## src/rtl/mdio_if.sv

```systemverilog
// MDIO management bus between a station manager and a PHY responder.
// The station drives mdc/mdio_i; the responder drives mdio_o/mdio_oe.
interface mdio_if;
  logic mdc;
  logic mdio_i;
  logic mdio_o;
  logic mdio_oe;

  modport master (
    output mdc,
    output mdio_i,
    input  mdio_o,
    input  mdio_oe
  );

  modport slave (
    input  mdc,
    input  mdio_i,
    output mdio_o,
    output mdio_oe
  );
endinterface

```

## src/rtl/mdio_slave.sv

```systemverilog
// Clause-22 MDIO responder: oversamples MDC/MDIO on clk and serves
// a small register map (control, status, PHY ID, vendor status).
module mdio_slave #(
  parameter logic [4:0]  PHY_ADDR     = 5'b00001,
  parameter int          PREAMBLE_MIN = 32,
  parameter logic [15:0] PHY_ID1      = 16'h0022,
  parameter logic [15:0] PHY_ID2      = 16'h1622
) (
  input  logic        clk,
  input  logic        rst,
  mdio_if.slave       bus,
  input  logic        link_in,
  input  logic [1:0]  speed_in,
  output logic [15:0] ctrl_reg,
  output logic        wr_strobe,
  output logic [4:0]  wr_addr,
  output logic [15:0] wr_data,
  output logic        frame_err
);

  localparam logic [6:0]  PRE_MIN  = 7'(PREAMBLE_MIN);
  localparam logic [15:0] CTRL_RST = 16'h1140;

  typedef enum logic [3:0] {
    IDLE, ST, OP, PHYAD, REGAD, TA, WDATA, RDATA, SKIP
  } state_t;

  state_t      state;
  logic [2:0]  mdc_sync;
  logic [1:0]  mdio_sync;
  logic [5:0]  pre_cnt;
  logic [4:0]  bit_cnt;
  logic        op_buf;
  logic        op_rd;
  logic        ta_hi;
  logic [4:0]  phyad;
  logic [4:0]  regad;
  logic [15:0] shreg;
  logic        drv_bit;
  logic        drv_en;

  logic        rise;
  logic        fall;
  logic        din;
  logic [4:0]  regad_n;
  logic [15:0] wdata_n;
  logic [15:0] rd_mux;

  assign rise    = mdc_sync[1] & ~mdc_sync[2];
  assign fall    = ~mdc_sync[1] & mdc_sync[2];
  assign din     = mdio_sync[1];
  assign regad_n = {regad[3:0], din};
  assign wdata_n = {shreg[14:0], din};

  assign bus.mdio_o  = drv_bit;
  assign bus.mdio_oe = drv_en;

  always_comb begin
    rd_mux = 16'h0000;
    case (regad_n)
      5'd0:    rd_mux = ctrl_reg;
      5'd1:    rd_mux = 16'h7949 | {13'b0, link_in, 2'b00};
      5'd2:    rd_mux = PHY_ID1;
      5'd3:    rd_mux = PHY_ID2;
      5'd17:   rd_mux = {speed_in, 3'b000, link_in, 10'b0};
      default: rd_mux = 16'h0000;
    endcase
  end

  always_ff @(posedge clk) begin
    if (rst) begin
      mdc_sync  <= 3'b111;
      mdio_sync <= 2'b11;
      state     <= IDLE;
      pre_cnt   <= '0;
      bit_cnt   <= '0;
      op_buf    <= 1'b0;
      op_rd     <= 1'b0;
      ta_hi     <= 1'b0;
      phyad     <= '0;
      regad     <= '0;
      shreg     <= '0;
      drv_bit   <= 1'b1;
      drv_en    <= 1'b0;
      ctrl_reg  <= CTRL_RST;
      wr_strobe <= 1'b0;
      frame_err <= 1'b0;
      wr_addr   <= '0;
      wr_data   <= '0;
    end else begin
      mdc_sync  <= {mdc_sync[1:0], bus.mdc};
      mdio_sync <= {mdio_sync[0], bus.mdio_i};
      wr_strobe <= 1'b0;
      frame_err <= 1'b0;
      // Bit 15 is a self-clearing soft reset of the control register
      if (ctrl_reg[15]) ctrl_reg <= CTRL_RST;
      if (rise) begin
        unique case (state)
          IDLE: begin
            if (din) begin
              if (pre_cnt != 6'd63) pre_cnt <= pre_cnt + 6'd1;
            end else begin
              pre_cnt <= '0;
              if ({1'b0, pre_cnt} >= PRE_MIN) state <= ST;
            end
          end
          ST: begin
            bit_cnt <= '0;
            if (din) begin
              state <= OP;
            end else begin
              frame_err <= 1'b1;
              state     <= IDLE;
            end
          end
          OP: begin
            if (bit_cnt == 5'd0) begin
              op_buf  <= din;
              bit_cnt <= 5'd1;
            end else if (op_buf != din) begin
              op_rd   <= op_buf;
              bit_cnt <= '0;
              state   <= PHYAD;
            end else begin
              frame_err <= 1'b1;
              bit_cnt   <= '0;
              state     <= IDLE;
            end
          end
          PHYAD: begin
            phyad <= {phyad[3:0], din};
            if (bit_cnt == 5'd4) begin
              bit_cnt <= '0;
              state   <= REGAD;
            end else begin
              bit_cnt <= bit_cnt + 5'd1;
            end
          end
          REGAD: begin
            regad <= regad_n;
            if (bit_cnt != 5'd4) begin
              bit_cnt <= bit_cnt + 5'd1;
            end else if (phyad != PHY_ADDR) begin
              bit_cnt <= 5'd18;
              state   <= SKIP;
            end else begin
              shreg   <= rd_mux;
              bit_cnt <= '0;
              state   <= TA;
            end
          end
          TA: begin
            if (bit_cnt == 5'd0) begin
              ta_hi   <= din;
              bit_cnt <= 5'd1;
            end else if (op_rd) begin
              bit_cnt <= '0;
              state   <= RDATA;
            end else if (ta_hi && !din) begin
              bit_cnt <= '0;
              state   <= WDATA;
            end else begin
              frame_err <= 1'b1;
              bit_cnt   <= 5'd16;
              state     <= SKIP;
            end
          end
          WDATA: begin
            shreg <= wdata_n;
            if (bit_cnt == 5'd15) begin
              wr_strobe <= 1'b1;
              wr_addr   <= regad;
              wr_data   <= wdata_n;
              if (regad == 5'd0) ctrl_reg <= wdata_n;
              bit_cnt   <= '0;
              state     <= IDLE;
            end else begin
              bit_cnt <= bit_cnt + 5'd1;
            end
          end
          RDATA: bit_cnt <= bit_cnt + 5'd1;
          SKIP: begin
            if (bit_cnt == 5'd1) begin
              bit_cnt <= '0;
              state   <= IDLE;
            end else begin
              bit_cnt <= bit_cnt - 5'd1;
            end
          end
          default: state <= IDLE;
        endcase
      end else if (fall) begin
        // Output side: turnaround zero, then data, then release
        if (state == TA && op_rd && bit_cnt == 5'd1) begin
          drv_en  <= 1'b1;
          drv_bit <= 1'b0;
        end else if (state == RDATA) begin
          if (bit_cnt == 5'd16) begin
            drv_en  <= 1'b0;
            drv_bit <= 1'b1;
            bit_cnt <= '0;
            state   <= IDLE;
          end else begin
            drv_bit <= shreg[15];
            shreg   <= {shreg[14:0], 1'b0};
          end
        end
      end
    end
  end

endmodule

```

## src/flat_wrapper.sv

```systemverilog
// flat-port wrapper written by rule: the top's interface ports become plain ports
module mdio_slave_flat 
#(
  parameter logic [4:0]  PHY_ADDR     = 5'b00001,
  parameter int          PREAMBLE_MIN = 32,
  parameter logic [15:0] PHY_ID1      = 16'h0022,
  parameter logic [15:0] PHY_ID2      = 16'h1622
)
  (clk, rst, link_in, speed_in, ctrl_reg, wr_strobe, wr_addr, wr_data, frame_err, bus_mdc, bus_mdio_i, bus_mdio_o, bus_mdio_oe);
  mdio_if bus_i ();
  input  logic clk;
  input  logic rst;
  input  logic link_in;
  input  logic [1:0] speed_in;
  output logic [15:0] ctrl_reg;
  output logic wr_strobe;
  output logic [4:0] wr_addr;
  output logic [15:0] wr_data;
  output logic frame_err;
  input wire logic [$bits(bus_i.mdc)-1:0] bus_mdc;
  input wire logic [$bits(bus_i.mdio_i)-1:0] bus_mdio_i;
  output wire logic [$bits(bus_i.mdio_o)-1:0] bus_mdio_o;
  output wire logic [$bits(bus_i.mdio_oe)-1:0] bus_mdio_oe;
  assign bus_i.mdc = bus_mdc;
  assign bus_i.mdio_i = bus_mdio_i;
  assign bus_mdio_o = bus_i.mdio_o;
  assign bus_mdio_oe = bus_i.mdio_oe;
  mdio_slave #(.PHY_ADDR(PHY_ADDR), .PREAMBLE_MIN(PREAMBLE_MIN), .PHY_ID1(PHY_ID1), .PHY_ID2(PHY_ID2)) u_core (.clk(clk), .rst(rst), .bus(bus_i), .link_in(link_in), .speed_in(speed_in), .ctrl_reg(ctrl_reg), .wr_strobe(wr_strobe), .wr_addr(wr_addr), .wr_data(wr_data), .frame_err(frame_err));
endmodule
```

## config.mk

```make
export PLATFORM = sky130hd
export DESIGN_NAME = mdio_slave_flat
export DESIGN_NICKNAME = d
export VERILOG_FILES = /design/src/rtl/mdio_if.sv /design/src/rtl/mdio_slave.sv /design/src/flat_wrapper.sv
export SDC_FILE = /design/constraint.sdc
export NUM_CORES = 1
export LEC_CHECK = 0
export CAP_MARGIN = 30
export CELL_PAD_IN_SITES_DETAIL_PLACEMENT = 0
export CELL_PAD_IN_SITES_GLOBAL_PLACEMENT = 1
export CORE_UTILIZATION = 44
export CTS_BUF_LIST = sky130_fd_sc_hd__clkbuf_2 sky130_fd_sc_hd__clkbuf_4 sky130_fd_sc_hd__clkbuf_8
export CTS_CLUSTER_SIZE = 10
export DETAILED_ROUTE_END_ITERATION = 12
export PLACE_DENSITY = 0.81
export SLEW_MARGIN = 20
export SYNTH_ARGS = -nofsm -noshare
export SYNTH_HDL_FRONTEND = slang
export SYNTH_SLANG_ARGS = --single-unit
```

## constraint.sdc

```tcl
create_clock -name clk -period 2.9 [get_ports clk]
set_clock_uncertainty 0.05 [all_clocks]
set_input_delay 0.29 -clock clk [delete_from_list [all_inputs] [get_ports clk]]
set_output_delay 0.29 -clock clk [all_outputs]
set_load 0.005 [all_outputs]
```

==> results of run 1 <==
## cell families after synthesis
kind of cell,count (synthesis)
AOI/OAI and AO/OA,144
xor gates and xnor gates,7
adders and majority gates,11
buffers and inverters,54
DFF,90
muxes,11
and+or+nand+nor,231
## cell usage in the layout, fill, tap and decap left out, types with 6 or more instances in the layout
cell type,Yosys,layout
nor2_1,53,53
dfxtp_1,90,90
clkdlybuf4s50_1,0,46
ha_1,11,11
nand2_1,75,75
o21ai_0,13,13
a211oi_2,14,14
nand3b_1,21,21
or2_2,6,6
nand3_1,13,13
inv_1,13,13
buf_4,4,18
a21oi_1,63,63
nor3_1,12,12
clkbuf_8,0,10
mux2i_1,11,11
## final cells by class
cell class	instances	share of cell area, %
Clock buffer	11	2.69
Multi-Input combinational cell	404	47.6
Inverter	13	0.905
Clock inverter	5	0.719
Tap cell	136	3.16
Timing Repair Buffer	66	11.5
Sequential cell	90	33.4
## synthesized netlist by cell type (all sizes together), types with 4 or more instances
master and count:
o211ai 4, a2bb2oi 4, xnor2 5, a21oi 64
nand2 75, nand2b 5, mux2i 11, nand3 14
nor4 4, buf 21, a211oi 18, a211o 5
clkbuf 20, nand3b 21, inv 13, dfxtp 90
nor2 54, or2 6, ha 11, o21ai 15
nor3 14, nor4b 5, o21bai 5, nor2b 5
nor3b 4
## where the power goes
part / switching [uW] / internal (uW)
sequential: 2.38 / 1240
combinational: 48.9 / 24.8
clock: 453 / 351
total: 504 / 1610
## critical path: stages, from the launching register on
cell,delay (ns)
dfxtp_1,0.41
ha_1,0.22
and3_1,0.20
ha_1,0.22
nand4_2,0.13
or4_1,0.83
nand3b_1,0.21
a21oi_1,0.08
## worst paths after layout
path                                    endpoint  slack (ns)  depth (start not counted)
setup / recovery   u_core.ctrl_reg[1]$_SDFF_PP0_        0.40                          7
hold / removal    u_core.mdio_sync[1]$_SDFF_PP1_        0.37                          1
setup reg to reg   u_core.ctrl_reg[1]$_SDFF_PP0_        0.40                          7
hold reg to reg   u_core.mdio_sync[1]$_SDFF_PP1_        0.37                          1
## metrics by stage
stage / hold WS (ns) / instances / area, um2 / utilization, %
2_1_floorplan: 0.339 / 548 / 4620 / -
3_3_place_gp: 0.351 / 709 / 5210 / 50.7
3_5_place_dp: 0.349 / 709 / 5210 / 50.7
4_1_cts: 0.375 / 725 / 5390 / 52.5
5_1_grt: 0.383 / 725 / 5390 / 52.5
6_report: 0.371 / 725 / 5390 / 52.5
## metal layers
| layer | global-route usage, % | vias to the layer above |
|---|---|---|
| li1 | - | 2027 |
| met1 | 31.3 | 1936 |
| met2 | 34.0 | 143 |
| met3 | 4.51 | 17 |
| met4 | 7.65 | 0 |
| met5 | 0 | - |
==> results.cfg, run 1 <==
[synthesis]
synth_fa_ha_area_share_pct = 2.98
synth_edf_count = 0
synth_xor_area_share_pct = 1.33
synth_cell_types = 72
synth_area_leader_cell = dfxtp_1
async_flop_share_pct = 0
synthesis.nets = 566
synth_mux_area_share_pct = 2.38
ys_seq_area_share_pct = 39.0
yosys.area_share.simple_pct = 26.7
synth_top_family_by_area = simple AND/OR/NAND/NOR gates
synth_compound_area_share_pct = 22.1
ys_top_cells_by_area = dfxtp_1 (39%), a21oi_1 (6.8%), nand2_1 (6.1%)
syn_area_per_cell_um2 = 8.44
netlist_area_um2 = 4620
syn_inst = 548
synth_seq_cells = 90
yosys.area.top_type_share_pct = 39.0
synthFlopType = dfxtp_1
yosys_warnings = 0

[die]
dieWidth_um = 105
core_area_um2 = 10300
start_util_pct = 45.0
rows = 37
die-height_um = 105
die-area_um2 = 10900
io_pins = 48

[power_and_ir_drop]
power.leakage_uw = 0.00182
peakVddDrop_v = 0.000320
totalPowerFinal_uw = 2120
power.density_nw_per_um2 = 393

[cts]
hold_buffers = 0
clkTransAtPathRegs_ns = 0.09
clk_latency_ns = 0.36
numCtsBuffers = 9
postCtsSetupRepairBufs = 0
clk_path_buf_depth = 2
clkSinkCount = 90
cts_tree = yes
cts-htree-levels = 3
cts_root_buffer = clkbuf_8
ctsResizeCount = 0

[drt]
ant_nets = 0
routed_wl_um = 11700
vias = 4123
m1WireLength_um = 5560
viasPerCell = 5.69
drc = 0
first_pass_iters = 5
wl_met2_um = 5260
drtIter0Drc = 277
top_layer = met4
avgRoutedWirePerCell_um = 16.1
met3_length_um = 654

[final_layout]
nNetsFinal = 602
area.sequential_um2 = 1800
n_antenna_cell = 0
multiInputGateArea_um2 = 2570
area_growth_syn_to_layout_pct = 16.6
drive_gt1_share_pct = 12.1
n_fill_cell = 997

[global_route]
grt_antenna_before_repair = 0
grt_pass1_wl_um = 19700
grt_use_total_pct = 22.3
grt_pass1_vias = 3839
grt_overflow = 0
grt_max_degree = 39

[worst_hold_path]
min-delay-start = u_core.mdio_sync[0]$_SDFF_PP1_
hp-class = reg2reg

[timing]
setup_violations = 0
finalSetupTns_ns = 0
hold_violations = 0
worst_slew_pin_slew_ns = 0.711
rsz0062_at_grt = no
timing.fmax_ghz = 0.400
relSlewSlack_pct = 52.6
worst_slack_ns = 0.398
period_needed_ns = 2.50
timing.final.crit_share_pct = 86.3
slew_violations = 0

[run_status]
status = complete, no violations

[place]
port-buffer-count = 47
place.gp.congestion = 0.831
pre_cts_slack_ns = 0.404
dp_hpwl_um = 7990

[worst_setup_path]
cp-end-kind = flip-flop
worst-path-max-fanout = 16
path_class = reg2reg
start_kind = flip-flop
rr_startpoint = u_core.bit_cnt[0]$_SDFFE_PP0P_
worstPathArrival_ns = 2.66
cp.required_ns = 3.06
cp-startpoint = u_core.bit_cnt[0]$_SDFFE_PP0P_

[run]
drv_cap = 0
No activity file was read; power rests on OpenSTA's default activity.
==> run 2, diff against run 1 <==
--- a/config.mk
+++ b/config.mk
@@ -8,11 +8,10 @@
 export CAP_MARGIN = 30
 export CELL_PAD_IN_SITES_DETAIL_PLACEMENT = 0
 export CELL_PAD_IN_SITES_GLOBAL_PLACEMENT = 1
-export CORE_UTILIZATION = 44
-export CTS_BUF_LIST = sky130_fd_sc_hd__clkbuf_2 sky130_fd_sc_hd__clkbuf_4 sky130_fd_sc_hd__clkbuf_8
+export CORE_UTILIZATION = 43
 export CTS_CLUSTER_SIZE = 10
 export DETAILED_ROUTE_END_ITERATION = 12
-export PLACE_DENSITY = 0.81
+export PLACE_DENSITY = 0.79
 export SLEW_MARGIN = 20
 export SYNTH_ARGS = -nofsm -noshare
 export SYNTH_HDL_FRONTEND = slang
==> results.cfg, run 2 (synthesis results as in run 1) <==
[drt]
ant_nets = 0
viasPerCell = 5.60
vias = 4032
first_pass_iters = 5
drc = 0
drtIter0Drc = 219
avgRoutedWirePerCell_um = 16.0
routed_wl_um = 11500

[final_layout]
nNetsFinal = 598
final_cell_mix = dfxtp_1 (90), nand2_1 (75), a21oi_1 (63)
area_growth_syn_to_layout_pct = 15.8
drive_gt1_share_pct = 10.8
n_fill_cell = 1033
final_common_cell = dfxtp_1
n_antenna_cell = 0
fin_cells = 720

[timing]
worst_slack_ns = 0.384
slew_violations = 0
relSlewSlack_pct = 52.7
period_needed_ns = 2.52
timing.final.crit_share_pct = 86.7
finalSetupTns_ns = 0
timing.fmax_ghz = 0.398
worst_slew_pin_slew_ns = 0.700
setup_violations = 0
whs_ns = 0.239
rsz0062_at_grt = no
hold_violations = 0

[worst_setup_path]
worst-path-max-fanout = 16
start_kind = flip-flop
cp-end-kind = flip-flop
path_cells = ha_1 -> and3_1 -> ha_1 -> nand4_2 -> or4_1 -> nand3b_1 -> a21oi_1
critPathMaxStageDelay_ns = 0.83
path_class = reg2reg
cp.required_ns = 3.10
cpMostUsedCell = ha_1
cp_slowest_cell = or4_1
cp_top_family = simple AND/OR/NAND/NOR gates
crit_buf_inv = 0
worstPathArrival_ns = 2.72

[cts]
hold_buffers = 0
ctsResizeCount = 0
clkSinkCount = 90
numCtsBuffers = 9
clk_path_buf_depth = 2
clk_latency_ns = 0.37
postCtsSetupRepairBufs = 0
cts_tree = yes
cts_root_buffer = clkbuf_8
cts-htree-levels = 3
clkTransAtPathRegs_ns = 0.08

[place]
dp_hpwl_um = 8000
port-buffer-count = 47
place.gp.congestion = 0.861
dp_cells = 705
pre_cts_slack_ns = 0.418

[power_and_ir_drop]
power.density_nw_per_um2 = 388
totalPowerFinal_uw = 2070
power.leakage_uw = 0.00179
peakVddDrop_v = 0.000368

[die]
io_pins = 48
start_util_pct = 44.6
rows = 37
core_area_um2 = 10400
die-height_um = 106
dieWidth_um = 106
die-area_um2 = 11200

[global_route]
grt_use_total_pct = 21.7
grt_pass1_wl_um = 18900
grt_antenna_before_repair = 0
grt_overflow = 0
grt_max_degree = 78
grt_pass1_vias = 3645

[run_status]
status = complete, no violations

[run]
drv_cap = 0

[worst_hold_path]
hp-class = in2reg
run 2: per-layer routing:
metal  share of wire, %  routed length, um  GRT usage, %  vias up
li1                   -                  -             -     2017
met1                 50               5820          30.8     1931
met2                 44               5100          32.3       75
met3                4.4                502          5.94        9
met4               0.97                112          5.46        0
met5                  0                  0             0        -
run 2: layout make-up:
type                       instances  area [um2]  area share, %
clock buffer                      13         149           2.78
clock inverter                     2        13.8          0.257
inverter                          13        48.8          0.911
multi-input combinational        404        2570           48.0
sequential                        90        1800           33.7
tap                              136         170           3.18
timing repair buffer              62         603           11.3
run 2: power breakdown:
part | leakage [uW] | internal (uW) | total, uW | switching [uW]
registers | 0.000726 | 1240 | 1240 | 3.18
logic | 0.000978 | 25.1 | 72.4 | 47.3
clock network | 0.0000835 | 332 | 761 | 430
total | 0.00179 | 1590 | 2070 | 480
run 2: metrics by stage:
step,area [um2],util [%]
after CTS,5350,51.6
after detailed placement,5190,50.1
after global placement,5190,50.1
after global routing,5350,51.6
after floorplan,4620,-
final,5350,51.6
run 2: path summary, 6_finish.rpt:
kind,startpoint,end,slack [ns],depth (start not counted)
min,rst,u_core.bit_cnt[1]$_SDFFE_PP0P_,0.24,2
max,u_core.bit_cnt[1]$_SDFFE_PP0P_,u_core.ctrl_reg[9]$_SDFF_PP0_,0.38,7
max reg2reg,u_core.bit_cnt[1]$_SDFFE_PP0P_,u_core.ctrl_reg[9]$_SDFF_PP0_,0.38,7
min reg2reg,u_core.mdio_sync[0]$_SDFF_PP1_,u_core.mdio_sync[1]$_SDFF_PP1_,0.37,1
